### src/rtl/vga_pkg.sv
// vga_pkg -- shared VGA timing definitions.
//   CNT_W           : width of the h/v counters and fetch addresses
//   CNT_MAX         : largest axis total the counters can represent
//   vga_timing_t    : one complete timing set (both axes plus sync polarities)
//   VGA_640x480_60  : 800x525 total, negative syncs
//   VGA_800x600_40  : 1056x628 total, positive syncs
//   timing_total()  : active + porches + sync for one axis
package vga_pkg;

    localparam int CNT_W   = 11;
    localparam int CNT_MAX = 1 << CNT_W;

    typedef struct packed {
        int h_active;
        int h_fp;
        int h_sync;
        int h_bp;
        int v_active;
        int v_fp;
        int v_sync;
        int v_bp;
        bit hs_pol;
        bit vs_pol;
    } vga_timing_t;

    localparam vga_timing_t VGA_640x480_60 = '{
        h_active: 640, h_fp: 16, h_sync: 96,  h_bp: 48,
        v_active: 480, v_fp: 10, v_sync: 2,   v_bp: 33,
        hs_pol: 1'b0,  vs_pol: 1'b0
    };

    localparam vga_timing_t VGA_800x600_40 = '{
        h_active: 800, h_fp: 40, h_sync: 128, h_bp: 88,
        v_active: 600, v_fp: 1,  v_sync: 4,   v_bp: 23,
        hs_pol: 1'b1,  vs_pol: 1'b1
    };

    function automatic int timing_total(input int active, input int fp,
                                         input int sync, input int bp);
        return active + fp + sync + bp;
    endfunction

endpackage

### src/rtl/vga_axis_counter.sv
// vga_axis_counter -- one raster axis: counts 0..TOTAL-1 and wraps.
// Ordering along the axis: active, front porch, sync, back porch.
//   clk, reset : clock, asynchronous active-high reset
//   ce         : advance enable
//   count      : current position
//   carry      : ce on the last position (enables the next axis)
//   active     : position inside [0, ACTIVE)
//   in_sync    : position inside [ACTIVE+FP, ACTIVE+FP+SYNC)
module vga_axis_counter
    import vga_pkg::*;
#(
    parameter int ACTIVE = 640,
    parameter int FP     = 16,
    parameter int SYNC   = 96,
    parameter int BP     = 48
) (
    input  logic             clk,
    input  logic             reset,
    input  logic             ce,
    output logic [CNT_W-1:0] count,
    output logic             carry,
    output logic             active,
    output logic             in_sync
);

    localparam int TOTAL = timing_total(ACTIVE, FP, SYNC, BP);
    localparam logic [CNT_W-1:0] LAST_POS   = CNT_W'(TOTAL - 1);
    localparam logic [CNT_W-1:0] ACTIVE_END = CNT_W'(ACTIVE);
    localparam logic [CNT_W-1:0] SYNC_START = CNT_W'(ACTIVE + FP);
    localparam logic [CNT_W-1:0] SYNC_END   = CNT_W'(ACTIVE + FP + SYNC);

    logic last;

    always_ff @(posedge clk or posedge reset) begin
        if (reset) begin
            count <= '0;
        end else if (ce) begin
            count <= last ? '0 : count + 1'b1;
        end
    end

    assign last    = (count == LAST_POS);
    assign carry   = ce && last;
    assign active  = (count < ACTIVE_END);
    assign in_sync = (count >= SYNC_START) && (count < SYNC_END);

endmodule

### src/rtl/vga_scanout.sv
// vga_scanout -- VGA raster generator with a latency-matched colour fetch.
// Optional feature: define VGA_TEST_PATTERN_EN to add test_mode (8 vertical
// colour bars replacing pixstream at the same latency).
//   clk_25_175     : pixel-domain clock
//   reset          : asynchronous active-high reset
//   hreadwire      : fetch column (live h counter)
//   vreadwire      : fetch row (live v counter)
//   pixstream      : fetched colour {b, g, r}, valid LAT-1 ticks after address
//   test_mode      : (VGA_TEST_PATTERN_EN only) select colour bars
//   h_sync, v_sync : syncs, delayed LAT ticks from the counters
//   r, g, b        : colour, forced to zero outside active video
//   drawing_pixels : active-video flag aligned with r/g/b and syncs
//   line_start     : one-clk strobe on the tick where h == 0
//   frame_start    : one-clk strobe on the tick where h == 0 and v == 0
module vga_scanout
    import vga_pkg::*;
#(
    parameter int H_ACTIVE = VGA_640x480_60.h_active,
    parameter int H_FP     = VGA_640x480_60.h_fp,
    parameter int H_SYNC   = VGA_640x480_60.h_sync,
    parameter int H_BP     = VGA_640x480_60.h_bp,
    parameter int V_ACTIVE = VGA_640x480_60.v_active,
    parameter int V_FP     = VGA_640x480_60.v_fp,
    parameter int V_SYNC   = VGA_640x480_60.v_sync,
    parameter int V_BP     = VGA_640x480_60.v_bp,
    parameter bit HS_POL   = VGA_640x480_60.hs_pol,
    parameter bit VS_POL   = VGA_640x480_60.vs_pol,
    parameter int COLOR_W  = 4,
    parameter int PIX_DIV  = 1,
    parameter int LAT      = 1
) (
    input  logic                 clk_25_175,
    input  logic                 reset,
    output logic [CNT_W-1:0]     hreadwire,
    output logic [CNT_W-1:0]     vreadwire,
    input  logic [3*COLOR_W-1:0] pixstream,
`ifdef VGA_TEST_PATTERN_EN
    input  logic                 test_mode,
`endif
    output logic                 h_sync,
    output logic                 v_sync,
    output logic [COLOR_W-1:0]   r,
    output logic [COLOR_W-1:0]   g,
    output logic [COLOR_W-1:0]   b,
    output logic                 drawing_pixels,
    output logic                 line_start,
    output logic                 frame_start
);

    localparam int H_TOTAL = timing_total(H_ACTIVE, H_FP, H_SYNC, H_BP);
    localparam int V_TOTAL = timing_total(V_ACTIVE, V_FP, V_SYNC, V_BP);
    localparam int DIV_W   = (PIX_DIV > 1) ? $clog2(PIX_DIV) : 1;
    localparam logic [DIV_W-1:0] DIV_LAST = DIV_W'(PIX_DIV - 1);

    if (H_TOTAL > CNT_MAX || V_TOTAL > CNT_MAX) begin : g_bad_total
        $fatal(1, "vga_scanout: axis total exceeds counter range");
    end
    if (PIX_DIV < 1 || PIX_DIV > 8) begin : g_bad_div
        $fatal(1, "vga_scanout: PIX_DIV out of range 1..8");
    end
    if (LAT < 1 || LAT > 4) begin : g_bad_lat
        $fatal(1, "vga_scanout: LAT out of range 1..4");
    end

    typedef struct packed {
        logic       vld;
        logic       hs;
        logic       vs;
`ifdef VGA_TEST_PATTERN_EN
        logic [2:0] bar;
`endif
    } ctl_t;

    logic [DIV_W-1:0]     div;
    logic                 pix_ce;
    logic [CNT_W-1:0]     h;
    logic [CNT_W-1:0]     v;
    logic                 h_carry;
    logic                 v_carry_unused;
    logic                 h_active;
    logic                 v_active;
    logic                 h_in_sync;
    logic                 v_in_sync;
    ctl_t                 ctl_p0;
    ctl_t                 ctl_s;
    logic [3*COLOR_W-1:0] colour_s;
    logic                 vld_p1;
    logic                 hs_p1;
    logic                 vs_p1;
    logic [3*COLOR_W-1:0] rgb_p1;

    // Pixel-tick divider: pix_ce is registered so it is low during reset and
    // first rises on the PIX_DIV-th edge after release.
    always_ff @(posedge clk_25_175 or posedge reset) begin
        if (reset) begin
            div    <= '0;
            pix_ce <= 1'b0;
        end else begin
            pix_ce <= (div == DIV_LAST);
            div    <= (div == DIV_LAST) ? '0 : div + 1'b1;
        end
    end

    vga_axis_counter #(
        .ACTIVE (H_ACTIVE), .FP (H_FP), .SYNC (H_SYNC), .BP (H_BP)
    ) u_h (
        .clk (clk_25_175), .reset (reset), .ce (pix_ce),
        .count (h), .carry (h_carry), .active (h_active), .in_sync (h_in_sync)
    );

    vga_axis_counter #(
        .ACTIVE (V_ACTIVE), .FP (V_FP), .SYNC (V_SYNC), .BP (V_BP)
    ) u_v (
        .clk (clk_25_175), .reset (reset), .ce (h_carry),
        .count (v), .carry (v_carry_unused), .active (v_active), .in_sync (v_in_sync)
    );

    // Stage p0: address side, straight from the counters.
    assign hreadwire   = h;
    assign vreadwire   = v;
    assign line_start  = pix_ce && (h == '0);
    assign frame_start = line_start && (v == '0);

    always_comb begin
        ctl_p0     = '0;
        ctl_p0.vld = h_active && v_active;
        ctl_p0.hs  = h_in_sync;
        ctl_p0.vs  = v_in_sync;
`ifdef VGA_TEST_PATTERN_EN
        ctl_p0.bar = 3'((32'(h) * 8) / H_ACTIVE);
`endif
    end

    // Delay line: LAT-1 ticks, matching the pixel source latency so ctl_s
    // describes the address whose colour is on pixstream right now.
    if (LAT == 1) begin : g_no_dly
        assign ctl_s = ctl_p0;
    end else begin : g_dly
        ctl_t ctl_pd [LAT-1];

        always_ff @(posedge clk_25_175 or posedge reset) begin
            if (reset) begin
                for (int i = 0; i < LAT-1; i++) ctl_pd[i] <= '0;
            end else if (pix_ce) begin
                ctl_pd[0] <= ctl_p0;
                for (int i = 1; i < LAT-1; i++) ctl_pd[i] <= ctl_pd[i-1];
            end
        end

        assign ctl_s = ctl_pd[LAT-2];
    end

`ifdef VGA_TEST_PATTERN_EN
    assign colour_s = test_mode ? {{COLOR_W{ctl_s.bar[2]}},
                                   {COLOR_W{ctl_s.bar[1]}},
                                   {COLOR_W{ctl_s.bar[0]}}}
                                : pixstream;
`else
    assign colour_s = pixstream;
`endif

    // Stage p1: output register, LAT ticks behind the counters.
    always_ff @(posedge clk_25_175 or posedge reset) begin
        if (reset) begin
            vld_p1 <= 1'b0;
            hs_p1  <= 1'b0;
            vs_p1  <= 1'b0;
            rgb_p1 <= '0;
        end else if (pix_ce) begin
            vld_p1 <= ctl_s.vld;
            hs_p1  <= ctl_s.hs;
            vs_p1  <= ctl_s.vs;
            rgb_p1 <= ctl_s.vld ? colour_s : '0;
        end
    end

    assign drawing_pixels = vld_p1;
    assign h_sync         = hs_p1 ? HS_POL : ~HS_POL;
    assign v_sync         = vs_p1 ? VS_POL : ~VS_POL;
    assign r              = rgb_p1[COLOR_W-1:0];
    assign g              = rgb_p1[2*COLOR_W-1:COLOR_W];
    assign b              = rgb_p1[3*COLOR_W-1:2*COLOR_W];

endmodule

### config.mk
export PLATFORM = sky130hd
export DESIGN_NAME = vga_scanout
export DESIGN_NICKNAME = d
export VERILOG_FILES = /design/src/rtl/vga_pkg.sv /design/src/rtl/vga_axis_counter.sv /design/src/rtl/vga_scanout.sv
export SDC_FILE = /design/constraint.sdc
export NUM_CORES = 1
export LEC_CHECK = 0
export ABC_AREA = 0
export CAP_MARGIN = 20
export CORE_ASPECT_RATIO = 1.1
export CORE_UTILIZATION = 46
export CTS_CLUSTER_SIZE = 24
export DETAILED_ROUTE_END_ITERATION = 16
export GPL_ROUTABILITY_DRIVEN = 0
export PLACE_DENSITY = 0.82
export SETUP_SLACK_MARGIN = 0.4
export SLEW_MARGIN = 20
export SYNTH_ARGS = -nofsm -noshare
export SYNTH_HDL_FRONTEND = slang
export SYNTH_SLANG_ARGS = --single-unit
### constraint.sdc
create_clock -name clk_25_175 -period 2.8 [get_ports clk_25_175]
set_clock_uncertainty 0.15 [all_clocks]
set_input_delay 0.56 -clock clk_25_175 [delete_from_list [all_inputs] [get_ports clk_25_175]]
set_output_delay 0.56 -clock clk_25_175 [all_outputs]
set_load 0.05 [all_outputs]
==> out/summary.txt, run 1 <==
Post-route cell area - 0.00264 mm²
Core Box Area - 0.00368 mm²
Share of post-route cells with drive strength above 1 - 0.196
CTS Hold Bufs - 0
WL per Instance - 15.1 µm
Final setup fails - 0
#FFs+latches synth - 38
Row count - 23
DR pass1 iterations - 4
Die height - 67.3 µm
Port buffer count - 52
Final layout net count - 252
CTS Buf Count - 5
R2R depth - 4
Top-count cell post-synth - dfrtp_1
Initial Utilization - 0.484
Final Power - 1.82 mW
Yosys top cell by area - dfrtp_1
Worst slew pin tran - 0.534 ns
H-Tree Depth - 2
Utilization after layout - 0.717
Clock insertion delay at the later pin of the skew report - 0.29 ns
Hold path depth - 1
Initial antenna violation count - 0
Vias after detailed routing - 1,557
Vias in the first global route - 1,422
DIE AREA - 0.00413 mm²
Critical path launch point type - flip-flop
Clock buffer depth - 2
First-pass GRT wire length - 6610 µm
Predominant post-synthesis flop cell - dfrtp_1
Avg Vias per Cell - 5.46
Leakage - 1.17 nW
Starting DRT DRC Count - 59
Synthesis-to-layout area growth - 48.0%
Power Density - 689 mW/mm²
Final Cycle Share - 0.862
Met3 Usage GRT - 0.0670
Clk slew on worst S/H paths - 0.08 ns
Post-detail-place hpwl - 2910 µm
Most instantiated cells after synthesis - dfrtp_1 (38), nand3_1 (13), a22o_1 (12)
Post-Route WL - 4310 µm
Final Hold Slack - 0.350 ns
Worst setup EP type - primary output
Layer with the highest usage - met2
Synth area leaders - dfrtp_1 (53%), a22o_1 (5.9%), nand3_1 (3.6%)
Die Wd - 61.4 µm
Worst VDD drop - 0.677 mV
Max-cap violations - 0
Top cell by count, worst path - and4_4
CP cell instances - inv_2, ha_4, nor4b_4, and4_4, and4_4, buf_12
Largest net degree at the start of global routing - 39
Slew Limit Fails - 0
Layout filler cell count - 297
Placed Area - 0.00241 mm²
Synth Area per Inst - 10.6 µm²
RSZ-0062 raised after global routing - true
Synth cell types - 40
Arrival @ worst endpoint - 1.70 ns
GRT Overall Usage - 0.221
Warnings from Yosys - 0
Achievable Freq - 414 MHz
Post-Syn Instances - 168
CTS tree - yes
Post-Syn Area - 0.00178 mm²
Post-Place Setup Slack - 0.515 ns
Fin Setup TNS - 0 ns
Post-synth ARST share - 1.00
Post-route setup slack - 0.386 ns
Critical Path Max Stage Delay - 0.42 ns
EDFF count, synth - 0
Tmin final - 2.41 ns
GR Layer Usage met1 - 0.275
Crit Path Category - reg -> out
Critical-path top delay cell - dfrtp_2
Drt drc - 0
Slew headroom - 0.643
Clk root buf - clkbuf_8
Hold Crit Class - reg -> reg
Sequential area share after synthesis - 0.533
GRT met2 Usage - 0.364
GRT Residual Overflow - 0
Clock sink count - 38
Routed Antenna Nets - 0
Worst R2R Setup Slack - 0.48 ns
Ant diodes - 0
Fin. Hold Viols - 0
Post-synth top area share - 0.533
I/O Pins - 53
Placed cell count - 269
Non-Filler Instances - 285
Crit Path Max Fanout - 2
CP Data Required Time - 2.09 ns
Mapped Nets - 186
Result of the run - finished clean
cells by family after synthesis:
logic type | share of synthesized area
compound gates | 0.113
xor+xnor | 0.0540
fa+ha+maj | 0.0281
buf+inv | 0.0414
flops | 0.533
mux | 0.0119
other cells | 0.00210
simple gates | 0.217
critical path, delay by kind of cell (launching register included):
family	cells	cell delay, ns
buffers and inverters	2	0.20
DFF	1	0.42
and+or+nand+nor	3	0.66
adders and majority gates	1	0.12
flip-flops by register name, summed over array words and instances, names as in the netlist:
name,count
pix_ce,1
vs_p1,1
hs_p1,1
u_h.count,11
u_v.count,11
rgb_p1,12
drawing_pixels,1
path summary, 6_finish.rpt:
check,startpoint,endpoint
min,drawing_pixels,drawing_pixels
max,u_h.count[0],frame_start
min in group asynchronous,reset,u_v.count[7]
max in group asynchronous,reset,u_h.count[7]
min reg2reg,drawing_pixels,drawing_pixels
max reg2reg,u_h.count[6],u_v.count[9]
power by group:
group | internal, mW | switching, mW
combinational | 0.262 | 0.376
sequential | 0.619 | 0.0957
clock | 0.265 | 0.201
placed cells by master (no fill, tap or decap), types with 2 or more instances in the layout:
cell type,Yosys,routed
a21oi_1,3,3
a22o_1,12,12
a31oi_1,2,2
and3_1,2,2
and4_1,4,2
and4_4,0,2
buf_12,0,2
buf_4,0,13
clkbuf_8,0,5
clkdlybuf4s50_1,0,48
clkinvlp_4,0,2
dfrtp_1,38,28
dfrtp_2,0,10
dlymetal6s2s_1,0,2
ha_1,4,3
inv_1,11,9
inv_2,0,2
nand2_1,10,10
nand3_1,13,13
nand4_1,6,6
nand4b_1,2,2
nor2_1,10,10
nor4_1,4,4
nor4b_4,0,2
o21ai_0,6,6
or3_1,4,4
xnor2_1,7,7
xor2_1,4,4
layer usage:
metal	share of wire	wire length (µm)	vias up
met2	0.50	2150	47
met4	0.013	57	0
li1	-	-	740
met5	0	0	-
met1	0.42	1830	764
met3	0.064	277	6
layout make-up:
type | count | area, µm² | area share
clock buffer | 5 | 68.8 | 0.0261
inverter | 11 | 41.3 | 0.0156
sequential | 38 | 963 | 0.365
tap | 50 | 62.6 | 0.0237
clock inverter | 3 | 45.0 | 0.0171
timing repair buffer | 65 | 643 | 0.244
multi-input combinational | 113 | 816 | 0.309
what timing repair did:
| action | CTS | global route |
|---|---|---|
| setup buffers | 3 | 5 |
| endpoints found under the setup margin | 1 | 6 |
| pin swaps | 1 | 3 |
| gates resized for setup | 6 | 7 |
Power figures use the tool's default switching activity.
==> run 2, diff against run 1 <==
--- a/config.mk
+++ b/config.mk
@@ -12,6 +12,7 @@
 export CTS_CLUSTER_SIZE = 24
 export DETAILED_ROUTE_END_ITERATION = 16
 export GPL_ROUTABILITY_DRIVEN = 0
+export GPL_TIMING_DRIVEN = 0
 export PLACE_DENSITY = 0.82
 export SETUP_SLACK_MARGIN = 0.4
 export SLEW_MARGIN = 20
==> run 2 against run 1 <==
Effect of this change: flip-flop and latch count stayed put; critical path depth unchanged; design area increased by 2.4%; critical path type unchanged; largest power group is now combinational logic; highest routed layer unchanged.
==> out/summary.txt, run 2 (synthesis results as in run 1) <==
Vias after detailed routing - 1,592
First-pass GRT wire length - 6550 µm
Port buffer count - 52
CTS Buf Count - 5
Hold Crit Start - drawing_pixels
Footprint of the multi-input gates - 815 µm²
Worst slew pin tran - 0.719 ns
Biggest regs - rgb_p1: 12 flops, u_h.count: 11 flops, u_v.count: 11 flops
Leakage - 1.20 nW
Die height - 67.3 µm
Worst VDD drop - 0.832 mV
I/O Pins - 53
Result of the run - finished clean
Clk slew on worst S/H paths - 0.08 ns
CP Data Required Time - 2.09 ns
Achievable Freq - 400 MHz
Commonest non-fill, non-tap cell in the layout - clkdlybuf4s50_1
Tmin final - 2.50 ns
CP Launch Point - u_h.count[1]
Arrival @ worst endpoint - 1.79 ns
Final setup fails - 0
Clock sink count - 38
Crit Path Category - reg -> out
Ant diodes - 0
Share of post-route cells with drive strength above 1 - 0.210
Final layout net count - 260
Power Density - 747 mW/mm²
Core Box Area - 0.00368 mm²
Non-Filler Instances - 293
Most frequent cells in the layout - clkdlybuf4s50_1 (48), dfrtp_1 (30), nand3_1 (13), buf_4 (13), a22o_1 (12)
Placed cell count - 271
Clock buffer depth - 2
Avg Vias per Cell - 5.43
DIE AREA - 0.00413 mm²
RR Startpoint - u_h.count[5]
Row count - 23
Worst setup EP type - primary output
Post-Route WL - 4400 µm
Largest Register - rgb_p1
GRT Overall Usage - 0.221
Slew Limit Fails - 0
Post-Place Setup Slack - -0.104 ns
Clock insertion delay at the later pin of the skew report - 0.29 ns
Final Cycle Share - 0.892
H-Tree Depth - 2
Routed Antenna Nets - 0
Crit Path Max Fanout - 4
Critical path launch point type - flip-flop
Register Area - 961 µm²
Max reg flops - 12
Max-cap violations - 0
Post-route setup slack - 0.302 ns
Starting DRT DRC Count - 81
RSZ-0062 raised after global routing - true
Slew headroom - 0.517
Drt drc - 0
Fin. Hold Viols - 0
Synthesis-to-layout area growth - 51.5%
Vias in the first global route - 1,407
GRT Residual Overflow - 0
Largest net degree at the start of global routing - 29
Layout filler cell count - 292
CTS tree - yes
Die Wd - 61.4 µm
Clk root buf - clkbuf_8
WL per Instance - 15.0 µm
Post-detail-place hpwl - 2920 µm
Initial Utilization - 0.484
DR pass1 iterations - 4
Hold Crit Class - reg -> reg
Initial antenna violation count - 0
==> run 2: routing by layer <==
| metal | vias to the layer above | GRT usage | wire length [µm] |
|---|---|---|---|
| met5 | - | 0 | 0 |
| met4 | 0 | 0.0889 | 74 |
| met3 | 8 | 0.0709 | 234 |
| met2 | 51 | 0.353 | 2200 |
| met1 | 771 | 0.275 | 1880 |
| li1 | 762 | - | - |
==> run 2: final timing paths <==
path / endpoint / slack (ns) / cells after the start
setup / recovery: frame_start / 0.30 / 6
hold / removal: drawing_pixels / 0.33 / 1
setup reg to reg: u_v.count[2] / 0.49 / 5
hold reg to reg: drawing_pixels / 0.33 / 1
max in group asynchronous: u_h.count[7] / 1.71 / 3
min in group asynchronous: u_v.count[0] / 0.36 / 2
==> run 2: area by class of cell <==
type / count / share of cell area
repair buffers: 67 / 0.240
flip-flops and latches: 38 / 0.355
well taps: 50 / 0.0231
inverters: 11 / 0.0153
clock buffers: 5 / 0.0255
multi-input cells: 113 / 0.301
plain buffers: 6 / 0.0143
clock inverters: 3 / 0.0255
==> run 2: through the flow <==
stage	setup TNS [ns]	util	hold WS (ns)	power, mW	area [µm²]
after floorplan	0	-	0.490	1.11	1810
after global placement	-0.112	0.649	0.313	1.29	2390
after detailed placement	-0.104	0.655	0.318	1.31	2410
after CTS	0	0.710	0.336	1.94	2620
after global routing	0	0.734	0.358	2.10	2700
final	0	0.734	0.332	2.02	2700
==> run 2: what timing repair did <==
item	CTS	global route
gates cloned	0	1
pin swaps	0	6
endpoints found under the setup margin	6	8
setup buffers	6	7
hold buffers	0	0
gates resized for setup	16	9
==> run 2: power by group <==
part	leakage, nW	switching (mW)	total, mW	internal (mW)
sequential	0.482	0.0632	0.682	0.619
combinational	0.650	0.443	0.783	0.340
clock	0.0683	0.198	0.555	0.357
total	1.20	0.704	2.02	1.32
==> run 2: worst max-delay path, cell delays in order, from the launching register on <==
cell,delay (ns)
dfrtp_2,0.43
inv_2,0.09
ha_4,0.13
nor4b_4,0.21
and4_4,0.27
and4_4,0.23
buf_8,0.14
==> run 3, diff against run 2 <==
--- a/config.mk
+++ b/config.mk
@@ -8,6 +8,7 @@
 export ABC_AREA = 0
 export CAP_MARGIN = 20
 export CORE_ASPECT_RATIO = 1.1
+export CORE_MARGIN = 2
 export CORE_UTILIZATION = 46
 export CTS_CLUSTER_SIZE = 24
 export DETAILED_ROUTE_END_ITERATION = 16
==> run 3 against run 2 <==
Effect of this change: flip-flop and latch count unchanged; core utilization down 2.5 points; first-iteration DRC count down 9.9%; worst hold slack better by 0.020 ns; count of clock-buffer cells in the layout up 3; global-route usage down 2.3 points; total power down 11%; design area down 3.4%; maximum frequency up 2.1%; via count down 1.0%.
==> out/summary.txt, run 3 (synthesis results as in run 1) <==
Result of the run - finished clean
Part of the power in the clock network - 0.239
Vias after detailed routing - 1,576
Core Box Area - 0.00368 mm²
Avg Vias per Cell - 5.57
GRT Residual Overflow - 0
Biggest regs - rgb_p1: 12 flops, u_h.count: 11 flops, u_v.count: 11 flops
Leakage - 1.11 nW
Clock buffer depth - 2
Tmin final - 2.45 ns
Power Density - 692 mW/mm²
Final setup fails - 0
RSZ-0062 raised after global routing - true
GRT Overall Usage - 0.198
CTS Buf Count - 5
Clock sink count - 38
Switching power - 0.665 mW
Arrival @ worst endpoint - 1.74 ns
Crit Path Category - reg -> out
Row count - 23
Max-cap violations - 0
Final Cycle Share - 0.874
WL per Instance - 14.9 µm
Initial Utilization - 0.484
Hold Crit Class - reg -> reg
Post-detail-place hpwl - 2960 µm
Layout filler cell count - 302
Flop pwr share - 0.379
Net Sw Frac - 0.368
Utilization after layout - 0.709
Footprint of the multi-input gates - 820 µm²
DR pass1 iterations - 4
Fin. Hold Viols - 0
Achievable Freq - 409 MHz
Vias in the first global route - 1,487
Synthesis-to-layout area growth - 46.4%
Worst VDD drop - 0.621 mV
CP Data Required Time - 2.09 ns
Port buffer count - 52
Final Hold Slack - 0.352 ns
Die height - 69.3 µm
Largest Register - rgb_p1
Worst setup EP type - primary output
Post-Route WL - 4210 µm
CTS tree - yes
Final Power - 1.81 mW
Critical path launch point type - flip-flop
Max reg flops - 12
Starting DRT DRC Count - 73
Crit Path Max Fanout - 5
H-Tree Depth - 2
Worst slew pin tran - 0.712 ns
Routed Antenna Nets - 0
First-pass GRT wire length - 6880 µm
Final layout net count - 250
Clock insertion delay at the later pin of the skew report - 0.29 ns
Fin Setup TNS - 0 ns
DIE AREA - 0.00439 mm²
Commonest non-fill, non-tap cell in the layout - clkdlybuf4s50_1
Share of post-route cells with drive strength above 1 - 0.180
Clk slew on worst S/H paths - 0.07 ns
Die Wd - 63.4 µm
Largest net degree at the start of global routing - 21
Combinational power share - 0.381
Most frequent cells in the layout - clkdlybuf4s50_1 (50), dfrtp_1 (30), nand3_1 (13)
Initial antenna violation count - 0
I/O Pins - 53
Internal power - 1.14 mW
Slew headroom - 0.522
Drt drc - 0
Register Area - 961 µm²
Clk root buf - clkbuf_8
Ant diodes - 0
Slew Limit Fails - 0
-- run 3: changes by cell type in the layout (fill, tap and decap cells not counted), moves of 2 or more --
cell / previous run / this run
buf_4: 13 / 4
clkbuf_8: 5 / 8
buf_2: 3 / 1
bufinv_16: 2 / 0
clkdlybuf4s50_1: 48 / 50
dlymetal6s2s_1: 2 / 0
-- run 3: cell type report --
class	instances	area share
flip-flops and latches	38	0.368
plain buffers	6	0.0149
multi-input cells	113	0.314
repair buffers	57	0.221
inverters	11	0.0158
well taps	50	0.0240
clock buffers	8	0.0422
-- run 3: metal layers --
metal,track usage,wire (µm)
met5,0,0
met4,0.0894,81
met3,0.0471,223
met2,0.320,2080
met1,0.251,1830
-- run 3: power by group through the flow --
stage                     combinational, mW  sequential, mW  clock (mW)
after floorplan                       0.203           0.904           0
after global placement                0.597           0.697           0
after detailed placement              0.606           0.702           0
after CTS                             0.617           0.691       0.445
after global routing                  0.729           0.693       0.476
final                                 0.689           0.686       0.433
-- run 3: critical path: stages (launching register included) --
cell and delay [ns]:
dfrtp_2 0.44, inv_2 0.09, ha_4 0.12, nor4b_4 0.18, and4_4 0.25, and4_4 0.22, buf_8 0.14
-- run 3: worst paths after layout --
kind,startpoint,to,slack (ns),depth (start not counted)
worst max-delay path,u_h.count[1],frame_start,0.35,6
worst min-delay path,drawing_pixels,drawing_pixels,0.35,1
worst max register to register,u_h.count[5],u_v.count[9],0.45,5
worst min register to register,drawing_pixels,drawing_pixels,0.35,1
max in group asynchronous,reset,u_h.count[2],1.59,3
min in group asynchronous,reset,u_v.count[8],0.45,2
-- run 3: metrics by stage --
stage | setup WS, ns | cell area, µm² | std cells
6_report | 0.353 | 2610 | 283
5_1_grt | 0.299 | 2610 | 283
4_1_cts | 0.295 | 2540 | 279
3_5_place_dp | -0.119 | 2420 | 271
2_1_floorplan | 0.367 | 1810 | 168
3_3_place_gp | -0.103 | 2390 | 270
-- run 3: what timing repair did --
action,in CTS,in global routing
gates resized for setup,15,8
hold buffers,0,0
setup endpoints to repair,8,4
buffers inserted,0,4
pin swaps,0,3
